<file path="src/rtl/mc_pkg.sv">
// Shared encodings for the multi-cycle MIPS control unit: FSM states, opcode/funct
// constants, ALU operation codes and datapath mux select values.
package mc_pkg;

  typedef enum logic [3:0] {
    FETCH    = 4'd0,
    DECODE   = 4'd1,
    EXEC_R   = 4'd2,
    EXEC_SH  = 4'd3,
    EXEC_I   = 4'd4,
    WB_ALU   = 4'd5,
    MEM_ADDR = 4'd6,
    MEM_RD   = 4'd7,
    MEM_WR   = 4'd8,
    WB_MEM   = 4'd9,
    BRANCH   = 4'd10,
    JUMP     = 4'd11,
    JREG     = 4'd12
  } state_e;

  localparam logic [5:0] OP_RTYPE = 6'h00;
  localparam logic [5:0] OP_J     = 6'h02;
  localparam logic [5:0] OP_JAL   = 6'h03;
  localparam logic [5:0] OP_BEQ   = 6'h04;
  localparam logic [5:0] OP_BNE   = 6'h05;
  localparam logic [5:0] OP_ADDI  = 6'h08;
  localparam logic [5:0] OP_ANDI  = 6'h0C;
  localparam logic [5:0] OP_ORI   = 6'h0D;
  localparam logic [5:0] OP_LUI   = 6'h0F;
  localparam logic [5:0] OP_LW    = 6'h23;
  localparam logic [5:0] OP_SW    = 6'h2B;

  localparam logic [5:0] FN_SLL = 6'h00;
  localparam logic [5:0] FN_SRL = 6'h02;
  localparam logic [5:0] FN_JR  = 6'h08;
  localparam logic [5:0] FN_ADD = 6'h20;
  localparam logic [5:0] FN_SUB = 6'h22;
  localparam logic [5:0] FN_AND = 6'h24;
  localparam logic [5:0] FN_OR  = 6'h25;
  localparam logic [5:0] FN_SLT = 6'h2A;

  typedef enum logic [5:0] {
    ALU_ADD = 6'd0,
    ALU_SUB = 6'd1,
    ALU_AND = 6'd2,
    ALU_OR  = 6'd3,
    ALU_SLT = 6'd4,
    ALU_SLL = 6'd5,
    ALU_SRL = 6'd6,
    ALU_LUI = 6'd7
  } aluop_e;

  typedef enum logic [1:0] {PCSRC_ALU, PCSRC_ALUOUT, PCSRC_JUMP, PCSRC_RS} pcsrc_e;
  typedef enum logic [1:0] {REGDST_RD, REGDST_RT, REGDST_RA} regdst_e;
  typedef enum logic [1:0] {MTR_ALUOUT, MTR_MDR, MTR_PC} memtoreg_e;
  typedef enum logic [1:0] {SRCA_PC, SRCA_RS, SRCA_SHAMT} srca_e;
  typedef enum logic [1:0] {SRCB_RT, SRCB_FOUR, SRCB_IMM, SRCB_IMM_SL2} srcb_e;
  typedef enum logic [1:0] {EXT_ZERO, EXT_SIGN, EXT_LUI} extop_e;

endpackage

</file>
<file path="src/rtl/mc_decode.sv">
// Combinational instruction lookup: maps Op/Funct to the state that follows DECODE,
// the ALU operation used during execute, and the immediate extension mode.
module mc_decode
  import mc_pkg::*;
(
  input  logic [5:0] op,
  input  logic [5:0] funct,
  output state_e     execState,
  output aluop_e     aluOp,
  output extop_e     extOp,
  output logic       illegal
);

  always_comb begin
    execState = FETCH;
    aluOp     = ALU_ADD;
    extOp     = EXT_ZERO;
    illegal   = 1'b0;
    case (op)
      OP_RTYPE: begin
        case (funct)
          FN_ADD:  begin execState = EXEC_R;  aluOp = ALU_ADD; end
          FN_SUB:  begin execState = EXEC_R;  aluOp = ALU_SUB; end
          FN_AND:  begin execState = EXEC_R;  aluOp = ALU_AND; end
          FN_OR:   begin execState = EXEC_R;  aluOp = ALU_OR;  end
          FN_SLT:  begin execState = EXEC_R;  aluOp = ALU_SLT; end
          FN_SLL:  begin execState = EXEC_SH; aluOp = ALU_SLL; end
          FN_SRL:  begin execState = EXEC_SH; aluOp = ALU_SRL; end
          FN_JR:   execState = JREG;
          default: illegal = 1'b1;
        endcase
      end
      OP_ADDI: begin execState = EXEC_I; aluOp = ALU_ADD; extOp = EXT_SIGN; end
      OP_ANDI: begin execState = EXEC_I; aluOp = ALU_AND; extOp = EXT_ZERO; end
      OP_ORI:  begin execState = EXEC_I; aluOp = ALU_OR;  extOp = EXT_ZERO; end
      OP_LUI:  begin execState = EXEC_I; aluOp = ALU_LUI; extOp = EXT_LUI;  end
      OP_LW, OP_SW: begin
        execState = MEM_ADDR;
        aluOp     = ALU_ADD;
        extOp     = EXT_SIGN;
      end
      OP_BEQ, OP_BNE: begin
        execState = BRANCH;
        aluOp     = ALU_SUB;
        extOp     = EXT_SIGN;
      end
      OP_J, OP_JAL: execState = JUMP;
      default: illegal = 1'b1;
    endcase
  end

endmodule

</file>
<file path="src/rtl/mc_control.sv">
// Multi-cycle control FSM for the shared MIPS datapath. Moore outputs from the state
// register; only the memory handshake states qualify their effects with MIO_ready.
module mc_control
  import mc_pkg::*;
#(
  parameter int ALUOP_W = 6
) (
  input  logic               clk,
  input  logic               reset,
  input  logic [5:0]         Op,
  input  logic [5:0]         Funct,
  input  logic               MIO_ready,
  output logic               CPU_MIO,
  output logic               IorD,
  output logic               MemRead,
  output logic               MemWrite,
  output logic               IRWrite,
  output logic               PCWrite,
  output logic               PCWriteCond,
  output logic               Reverse,
  output logic [1:0]         PCSource,
  output logic [1:0]         RegDst,
  output logic [1:0]         MemtoReg,
  output logic               RegWrite,
  output logic [1:0]         ALUSrcA,
  output logic [1:0]         ALUSrcB,
  output logic [1:0]         EXTOp,
  output logic [ALUOP_W-1:0] ALUOp,
  output logic               instr_done,
  output logic               illegal,
  output logic [3:0]         state_o
);

  state_e stateReg;
  state_e stateNext;
  state_e decExecState;
  aluop_e decAluOp;
  extop_e decExtOp;
  logic   decIllegal;

  mc_decode uDecode (
    .op        (Op),
    .funct     (Funct),
    .execState (decExecState),
    .aluOp     (decAluOp),
    .extOp     (decExtOp),
    .illegal   (decIllegal)
  );

  always_ff @(posedge clk) begin
    if (!reset) stateReg <= FETCH;
    else        stateReg <= stateNext;
  end

  assign state_o = stateReg;

  // Outputs are forced to zero while reset is held, regardless of the current state.
  always_comb begin
    stateNext   = stateReg;
    CPU_MIO     = 1'b0;
    IorD        = 1'b0;
    MemRead     = 1'b0;
    MemWrite    = 1'b0;
    IRWrite     = 1'b0;
    PCWrite     = 1'b0;
    PCWriteCond = 1'b0;
    Reverse     = 1'b0;
    PCSource    = PCSRC_ALU;
    RegDst      = REGDST_RD;
    MemtoReg    = MTR_ALUOUT;
    RegWrite    = 1'b0;
    ALUSrcA     = SRCA_PC;
    ALUSrcB     = SRCB_RT;
    EXTOp       = EXT_ZERO;
    ALUOp       = '0;
    instr_done  = 1'b0;
    illegal     = 1'b0;
    if (reset) begin
      case (stateReg)
        FETCH: begin
          CPU_MIO = 1'b1;
          MemRead = 1'b1;
          ALUSrcB = SRCB_FOUR;
          ALUOp   = ALUOP_W'(ALU_ADD);
          if (MIO_ready) begin
            IRWrite   = 1'b1;
            PCWrite   = 1'b1;
            stateNext = DECODE;
          end
        end
        DECODE: begin
          ALUSrcB = SRCB_IMM_SL2;
          EXTOp   = EXT_SIGN;
          ALUOp   = ALUOP_W'(ALU_ADD);
          illegal = decIllegal;
          stateNext = decExecState;
        end
        EXEC_R: begin
          ALUSrcA   = SRCA_RS;
          ALUOp     = ALUOP_W'(decAluOp);
          stateNext = WB_ALU;
        end
        EXEC_SH: begin
          ALUSrcA   = SRCA_SHAMT;
          ALUOp     = ALUOP_W'(decAluOp);
          stateNext = WB_ALU;
        end
        EXEC_I: begin
          ALUSrcA   = SRCA_RS;
          ALUSrcB   = SRCB_IMM;
          EXTOp     = decExtOp;
          ALUOp     = ALUOP_W'(decAluOp);
          stateNext = WB_ALU;
        end
        WB_ALU: begin
          RegWrite   = 1'b1;
          RegDst     = (Op == OP_RTYPE) ? REGDST_RD : REGDST_RT;
          instr_done = 1'b1;
          stateNext  = FETCH;
        end
        MEM_ADDR: begin
          ALUSrcA   = SRCA_RS;
          ALUSrcB   = SRCB_IMM;
          EXTOp     = EXT_SIGN;
          ALUOp     = ALUOP_W'(ALU_ADD);
          stateNext = (Op == OP_LW) ? MEM_RD : MEM_WR;
        end
        MEM_RD: begin
          CPU_MIO = 1'b1;
          IorD    = 1'b1;
          MemRead = 1'b1;
          if (MIO_ready) stateNext = WB_MEM;
        end
        MEM_WR: begin
          // Strobe stays up through stalls; the store retires on the ready cycle.
          CPU_MIO  = 1'b1;
          IorD     = 1'b1;
          MemWrite = 1'b1;
          if (MIO_ready) begin
            instr_done = 1'b1;
            stateNext  = FETCH;
          end
        end
        WB_MEM: begin
          RegWrite   = 1'b1;
          RegDst     = REGDST_RT;
          MemtoReg   = MTR_MDR;
          instr_done = 1'b1;
          stateNext  = FETCH;
        end
        BRANCH: begin
          ALUSrcA     = SRCA_RS;
          ALUOp       = ALUOP_W'(ALU_SUB);
          PCWriteCond = 1'b1;
          PCSource    = PCSRC_ALUOUT;
          Reverse     = (Op == OP_BNE);
          instr_done  = 1'b1;
          stateNext   = FETCH;
        end
        JUMP: begin
          PCWrite  = 1'b1;
          PCSource = PCSRC_JUMP;
          if (Op == OP_JAL) begin
            RegWrite = 1'b1;
            RegDst   = REGDST_RA;
            MemtoReg = MTR_PC;
          end
          instr_done = 1'b1;
          stateNext  = FETCH;
        end
        JREG: begin
          PCWrite    = 1'b1;
          PCSource   = PCSRC_RS;
          instr_done = 1'b1;
          stateNext  = FETCH;
        end
        default: stateNext = FETCH;
      endcase
    end
  end

endmodule
</file>
<file path="config.mk">
export PLATFORM = sky130hd
export DESIGN_NAME = mc_control
export DESIGN_NICKNAME = d
export VERILOG_FILES = /design/src/rtl/mc_pkg.sv /design/src/rtl/mc_decode.sv /design/src/rtl/mc_control.sv
export SDC_FILE = /design/constraint.sdc
export NUM_CORES = 1
export LEC_CHECK = 0
export CORE_MARGIN = 8
export CORE_UTILIZATION = 40
export CTS_BUF_LIST = sky130_fd_sc_hd__clkbuf_4 sky130_fd_sc_hd__clkbuf_8
export DETAILED_ROUTE_END_ITERATION = 10
export PLACE_DENSITY = 0.79
export SYNTH_ARGS = -nofsm -noshare
export SYNTH_HDL_FRONTEND = slang
export SYNTH_SLANG_ARGS = --single-unit
</file>
<file path="constraint.sdc">
create_clock -name clk -period 2.5 [get_ports clk]
set_clock_uncertainty 0.2 [all_clocks]
set_input_delay 0.5 -clock clk [delete_from_list [all_inputs] [get_ports clk]]
set_output_delay 0.5 -clock clk [all_outputs]
set_load 0.01 [all_outputs]
</file>
; ---- Yosys cells after proc, flatten, opt, wreduce, memory -nomap -nowiden
; Cells that the tools add are included.
[op_classes]
eq_ne = 32
mux = 52
reduce_logical = 23
[op_table]
columns = operator, count
row1 = equality test 6 bit (second input constant), 7
row2 = equality test 6 x 4 -> 1 bit (second input constant), 5
row3 = one-hot mux 6 bit (5 select lines), 1
row4 = one-hot mux 4 bit (6 select lines), 1
row5 = two-way mux 1 bit, 23
row6 = equality test 4 bit (second input constant), 5
row7 = one-hot mux 4 bit (5 select lines), 1
row8 = OR reduction 2 bit, 10
row9 = equality test 6 x 2 -> 1 bit (second input constant), 3
row10 = one-hot mux 2 bit (3 select lines), 3
row11 = one-hot mux 3 bit (6 select lines), 1
row12 = equality test 4 x 3 -> 1 bit (second input constant), 4
row13 = two-way mux 4 bit, 4
row14 = one-hot mux 2 bit (2 select lines), 4
row15 = OR reduction 5 bit, 3
row16 = two-way mux 2 bit, 7
row17 = equality test 6 x 3 -> 1 bit (second input constant), 2
row18 = zero test 6 bit, 2
row19 = one-hot mux 4 bit (3 select lines), 1
row20 = one-hot mux 6 bit (2 select lines), 1
row21 = OR reduction 10 bit, 1
row22 = equality test 4 x 2 -> 1 bit (second input constant), 2
row23 = one-hot mux 1 bit (2 select lines), 4
row24 = OR reduction 4 bit, 2
row25 = other kinds (7), 10
[totals]
register_bits = 4
inputBits = 15
out_inout_bits = 33
elab_cells = 108

; ---- Logic depth before layout (Yosys ltp)
[depth]
depth_word = 6
depth_mapped = 5
depth_no_buf = 4

; ---- By module
; A second synthesis with hierarchy kept.
[hier_totals]
hier_cells = 179
area_unflattened_um2 = 1082.3
[by_module_without_submodules]
columns = module, n_inst, cells_each, area_each_um2, seq_area_each_um2
row1 = mc_control, 1, 108, 664.4, 80.1
row2 = mc_decode, 1, 71, 417.9, 0.0

; ---- Least setup slack after synthesis
; No wires, ideal clock.
[synth_path]
path_type = input port to output port
from = in Op[5]
to = out RegDst[1]
arrival_ns = 1.819
slack_ns = -0.019
cell_stages = 3
path_buffers = 1
cell_sequence = or4_4 nor4_1 buf_4
[synth_via]
elab_chain_cells = 4
[synth_rtl]
columns = item, line_no
row1 = start: declaration, mc_control.sv:10  ; input logic [5:0] Op,
row2 = equality test 6 x 2 -> 1 bit, mc_control.sv:163  ; if (Op == OP_JAL) begin
row3 = two-way mux 2 bit, mc_control.sv:163
row4 = one-hot mux 2 bit (3 select lines), mc_control.sv:79  ; case (stateReg)
row5 = two-way mux 2 bit, mc_control.sv:78  ; if (reset) begin
row6 = end: declaration, mc_control.sv:22  ; output logic [1:0] RegDst,
; No other way between the ends.

; ---- Worst setup path in the final report
[layout_path]
from = in Op[4]
to = out RegDst[0]
[layout_via]
elab_chain_cells = 4
[layout_rtl]
columns = item, line_no
row1 = zero test 6 bit, mc_control.sv:117  ; RegDst = (Op == OP_RTYPE) ? REGDST_RD : REGDST_RT;
row2 = two-way mux 1 bit, mc_control.sv:117
row3 = one-hot mux 2 bit (3 select lines), mc_control.sv:79
row4 = two-way mux 2 bit, mc_control.sv:78
; No other way between the ends.

==> impl_metrics.csv <==
group,metric,value,unit
run_status,status,"complete, but fails checks",
run_status,violations,"setup timing",
synthesis,yosys.area.top_type,"dfxtp_1",
cells_and_area,antenna-diode-count,0,
synthesis,synth-edff-count,0,
global_routing,overflow,0,
synthesis,postSynth.asyncResetShare,0,%
worst_hold_path,hp-start,"state_o[2]",
critical_path,reg2reg_slack,750,ps
sta,final_hold_viol_count,0,
routing,drt_first_pass_iters,5,
routing,wl,4970,um
sta,min_period,2580,ps
synthesis,yosysTopAreaCellShare,8.01,%
cells_and_area,fin_cells,269,
synthesis,yosys_warnings,0,
critical_path,crit_path_frequent_cell,"buf_6",
critical_path,path_max_fanout,4,
critical_path,path_class,"in2out",
critical_path,timing.rr.start,"state_o[1]",
synthesis,ys_seq_area_share,8.01,%
synthesis,ys_seq_elements,4,
clocking,cts_tree,"built",
sta,setup_ws,-80.9,ps
cells_and_area,drive_gt1_share,50.2,%
critical_path,rr_endpoint,"state_o[0]",
routing,antenna_left,0,
critical_path,crit_path_top_delay_cell,"or4_4",
power_and_ir_drop,p_leak,0.941,nW
die,die_w,66.0,um
critical_path,worstPathRequired,1800,ps
die,rows,18,
routing,vias,1583,
clocking,clk_latency,240,ps
sta,clock.fmax,387,MHz
sta,finalMaxSlewViolations,0,
worst_hold_path,hold_path_depth,2,
synthesis,yosys.cell_types.count,55,
routing,avgRoutedWirePerCell,18.5,um
clocking,ctsLongestPathBuffers,2,
routing,met1_length,1920,um
place,dp_hpwl,3470,um
global_routing,grt_max_degree,16,
die,core_area,0.00243,mm2
power_and_ir_drop,peakVddDrop,0.298,mV
routing,drc,0,
global_routing,grt_pass1_vias,1520,
synthesis,synth_commonest_cells,"nand2_1, a21oi_1, nor2_1",
sta,setup_viol,6,
cells_and_area,largest_register_ff_count,4,
critical_path,cp_slowest_stage_delay,580,ps
critical_path,worst_ep_arrival_time,1880,ps
critical_path,crit_path_start_kind,"input port",
synthesis,synth.most_common_cell,"nand2_1",
critical_path,critPathBufInv,3,
routing,drtIter0Drc,97,
global_routing,antenna_found_initial,0,
synthesis,synth_ff_type,"dfxtp_1",
place,dpl_worst_slack,-897,ps
synthesis,syn_area_per_cell,6.80,um2
global_routing,grt_pass1_wl,7560,um
die,die-area,0.00435,mm2
worst_hold_path,hold_class,"reg2reg",
synthesis,synth.area.top_cells,"dfxtp_1, a21oi_1, nand2_1",
synthesis,syn_inst,147,
clocking,numCtsBuffers,3,
synthesis,synth_area,1000,um2
critical_path,cp-end-kind,"primary output",
routing,via_per_inst,5.88,
clocking,cts-root-buf,"clkbuf_4",
clocking,cts.sinks,4,
die,start_util,41.1,%
critical_path,reg2reg_depth,4,
place,placed_cells,260,
sta,finalCritPeriodShare,103,%
routing,met2_length,2540,um
die,ios,48,
cells_and_area,fin_nets,256,
die,die_h,66.0,um
worst_hold_path,hold_path_end,"state_o[0]",
global_routing,grt_use_total,21.3,%
sta,setup_tns,-279,ps
power_and_ir_drop,p_per_area,183,mW/mm2
clocking,clk_pin_slew,40,ps
clocking,cts_max_level,1,
place,gp_congestion,0.892,
critical_path,crit_chain,"buf_6, or4_4, or2_4, buf_6, a21oi_4, nor4b_2, buf_2",
job,max-cap-violations,0,
cells_and_area,syn2layout_area_growth,97.4,%
critical_path,crit_family,"simple AND/OR/NAND/NOR gates",
sta,rsz0062_at_grt,"true",
place,port_buffers,44,
routing,route.met3.wl,415,um
routing,highest-signal-layer,"met4",
==> stage by stage <==
step / total power [mW] / util [%] / hold WS, ps / area (um2)
final: 0.361 / 81.1 / 466 / 1970
after global routing: 0.381 / 81.1 / 504 / 1970
after CTS: 0.348 / 77.6 / 456 / 1890
after detailed placement: 0.260 / 73.5 / 542 / 1790
after global placement: 0.255 / 73.5 / 542 / 1790
after floorplan: 0.154 / - / 504 / 1010
==> worst max path at each step <==
stage | start | endpoint | slack [ps] | cells past startpoint
after floorplan | Op[0] | EXTOp[0] | 110 | 5
after CTS | Op[2] | RegDst[0] | -130 | 7
final | Op[4] | RegDst[0] | -80 | 7
after global placement | Op[5] | illegal | -840 | 6
after detailed placement | Op[5] | ALUOp[2] | -900 | 7
after global routing | Op[4] | RegDst[0] | -110 | 7
==> area by class of cell <==
cell class                      instances  area (um2)
Tap cell                               30        37.5
Clock buffer                            3        22.5
Inverter                                6        26.3
Multi-Input combinational cell        127        1010
Sequential cell                         4        87.6
Fill cell                             168         459
Timing Repair Buffer                   99         793
==> worst min-delay path: cells and delay by family, from the launching register on <==
family	cells	cell delay (ps)
AND/OR/NAND/NOR	1	120
AO/OA/AOI/OAI	1	110
flip-flops	1	390
==> cell usage in the layout (no fill, tap or decap), types with 3 or more instances in the layout <==
master           instances
a21oi_1                  9
buf_2                   11
buf_4                   53
buf_6                    6
clkbuf_2                 3
clkbuf_4                 3
clkdlybuf4s50_1         12
conb_1                   3
dfxtp_2                  3
dlygate4sd2_1           10
dlymetal6s2s_1           4
inv_1                    5
nand2_1                 12
nand2_2                  3
nand2b_1                 5
nand3_1                  4
nor2_1                  12
nor2b_1                  6
o22ai_1                  3
o31ai_1                  3
or2_2                    4
==> per-layer routing <==
metal / vias up / track usage [%]
met5: - / 0
met4: 0 / 6.13
met3: 10 / 2.88
met2: 85 / 39.2
met1: 754 / 24.8
li1: 734 / -
==> what timing repair did <==
| action | 4_1_cts | 5_1_grt |
|---|---|---|
| resized for setup | 107 | 25 |
| hold buffers | 0 | 0 |
| pin swaps | 11 | 17 |
| setup buffers | 4 | 2 |
| endpoints found under the setup margin | 26 | 20 |
==> power by group <==
| group | internal (mW) | leakage, nW | switching [mW] |
|---|---|---|---|
| logic | 0.105 | 0.892 | 0.104 |
| clock network | 0.0538 | 0.0138 | 0.0277 |
| registers | 0.0654 | 0.0346 | 0.00567 |
| total | 0.224 | 0.941 | 0.137 |
==> logic make-up (layout without fill, tap and decap cells) <==
group | Yosys count | in the layout | synth area share, %
and+or+nand+nor | 72 | 72 | 42.4
other | 1 | 3 | 0.375
DFF | 4 | 4 | 8.01
xor gates and xnor gates | 2 | 2 | 1.75
buffers and inverters | 18 | 108 | 9.51
AOI/OAI and AO/OA | 50 | 50 | 37.9
Note: power is estimated with default switching activity, not from simulation.
==> RTL change (same settings) <==
Make the reset (`reset`) asynchronous in one clocked block.
--- a/src/rtl/mc_control.sv
+++ b/src/rtl/mc_control.sv
@@ -48,5 +48,5 @@
   );
 
-  always_ff @(posedge clk) begin
+  always_ff @(posedge clk or negedge reset) begin
     if (!reset) stateReg <= FETCH;
     else        stateReg <= stateNext;
Check against the original RTL: differs if reset is asserted again (counterexample within 4 cycles, from zero or initial values and one cycle with reset low); with reset held inactive, the same outputs for 10 cycles.
==> RTL change against the original RTL <==
- the flow still finishes with violations (setup timing)
- fmax is 0.58% higher
- routed wire length grew 4.8%
- design area up 7.4%
- largest cell class unchanged
- area after synthesis rose by 11%
- setup slack gained 0.015 ns
- sequential cell count is the same
Power is not compared: it rests on default switching activity, and its combinational part moved more than twofold at a synthesized area within 25%.
==> RTL change: results (changes against the original RTL) <==
outcome finished, violations left; failing checks setup timing; post-synth cell types 58 (+5.5%); clk slew on worst S/H paths 0.04 ns (about the same); Critical R2R Launch state_o[0]; largest net degree at the start of global routing 22 (+6); DR iter-0 viols 140 (+44%); global-route met2 utilization 36.8% (-2.4 points); CTS Buf Count 3 (unchanged); Layout Cells excl Fill 296 (+10%); Reg-to-Reg End state_o[1]; top cells by area, synth dfrtp_1 (9.0%), nor2_1 (6.1%), a21oi_1 (5.9%); GR Util met1 27.2% (+2.3 points); Post-synth ARST share 100% (+100 points); ANT cells 0 (unchanged); register area share after synthesis 9.02% (+1.0 points); Final HPWL DP 3720 um (+7.5%); PortBufs 44 (unchanged); Worst setup endpoint RegWrite; multiplexer area fraction after synthesis 2.03% (+2.0 points); post-synth top area share 9.02% (+1.0 points); first-pass GRT wire length 8090 um (+7.0%); compound-cell area share of the yosys netlist 35.4% (-2.5 points); critical path launch point Op[3]; initial antenna violation count 0 (unchanged); worst hold path type input pin to async pin; layout cell share with drive strength beyond 1 50.2% (about the same); Syn Area/Cell 6.45 sq um (-5.1%); final wirelength 5210 um (+4.8%); Clock Latency Late Sink 0.25 ns; Peak VDD IR 700 uV; critical path peak fanout 2 (-2); Total GRT Usage 21.6% (+0.28 points); GR met3 Demand/Resource 4.68% (+1.8 points); worst setup margin -0.0661 ns (+0.0148 ns); clk root buf clkbuf_4; number of fill cells in the layout 188 (+12%); vias in the first global route 1732 (+14%); DR vias/cell 6.03 (+2.5%); Crit-path slowest cell or4_4; Detailed Routing Iterations Pass 1 5 (unchanged); R2R setup slack 0.43 ns (-0.32 ns); Setup violations, final 3 (-3); Post-Synth XOR/XNOR Area 1.58% (-0.17 points); FF-to-FF path depth 7 (+3); Post-synth EDFFs 0 (unchanged); Largest stage delay, worst path 0.54 ns (-0.04 ns); DP Cell Count 284 (+9.2%); Post-synth top cells nor2_1 (18), nand2_1 (15), a21oi_1 (13), clkbuf_1 (12); arrival time of the worst setup path 1.87 ns; routability cong. 0.968 (+8.6%); DP Area 0.00191 sq mm (+6.9%); max reg flops 4 (unchanged); ys flop type dfrtp_1; area leader, netlist dfrtp_1
RTL change: worst min-delay path by stage:
stage | from | end | slack [ns] | cells after the start
finish | reset | state_o[3] | 0.11 | 2
global route | reset | state_o[2] | 0.11 | 2
CTS | reset | state_o[3] | 0.11 | 2
detailed placement | state_o[2] | state_o[2] | 0.51 | 3
global placement | state_o[0] | state_o[0] | 0.50 | 3
floorplan | reset | state_o[0] | 0.004 | 0
RTL change: cell type report:
class / count / area [sq um] / share of cell area [%]
multi-input combinational: 144 / 1060 / 50.2
sequential: 4 / 103 / 4.84
tap: 31 / 38.8 / 1.83
inverter: 7 / 26.3 / 1.24
clock buffer: 3 / 22.5 / 1.06
timing repair buffer: 107 / 865 / 40.8
RTL change: power breakdown:
group	internal, mW	leakage (nW)	switching, mW
registers	0.0822	0.0503	0.0167
logic	0.336	0.912	0.385
clock network	0.0541	0.0138	0.0324
RTL change: stage by stage:
stage	util [%]	hold WS, ns	setup slack, ns	TNS (ns)
3_3_place_gp	71.1	0.503	-0.869	-13.06
4_1_cts	77.5	0.110	-0.0628	-0.122
2_1_floorplan	-	0.00441	-0.0242	-0.0242
5_1_grt	78.9	0.110	-0.101	-0.344
6_report	78.9	0.106	-0.0661	-0.0981
3_5_place_dp	71.1	0.512	-0.902	-13.67
RTL change: what timing repair did:
item,in CTS,in global routing
hold buffers,0,0
setup endpoints to repair,26,15
gates resized for setup,137,23
setup buffers,10,0
pin swaps,17,11
RTL change: layer usage:
metal  part of all wire (%)  vias up  wire length (um)
met4                    2.4        0               124
met3                    7.6       16               395
li1                       -      820                 -
met1                     42      853              2190
met2                     48       97              2490
met5                      0        -                 0
RTL change: critical path, delay by kind of cell:
family | cells | cell delay [ns]
and+or+nand+nor | 2 | 0.98
AOI/OAI and AO/OA | 1 | 0.13
buffers and inverters | 2 | 0.25
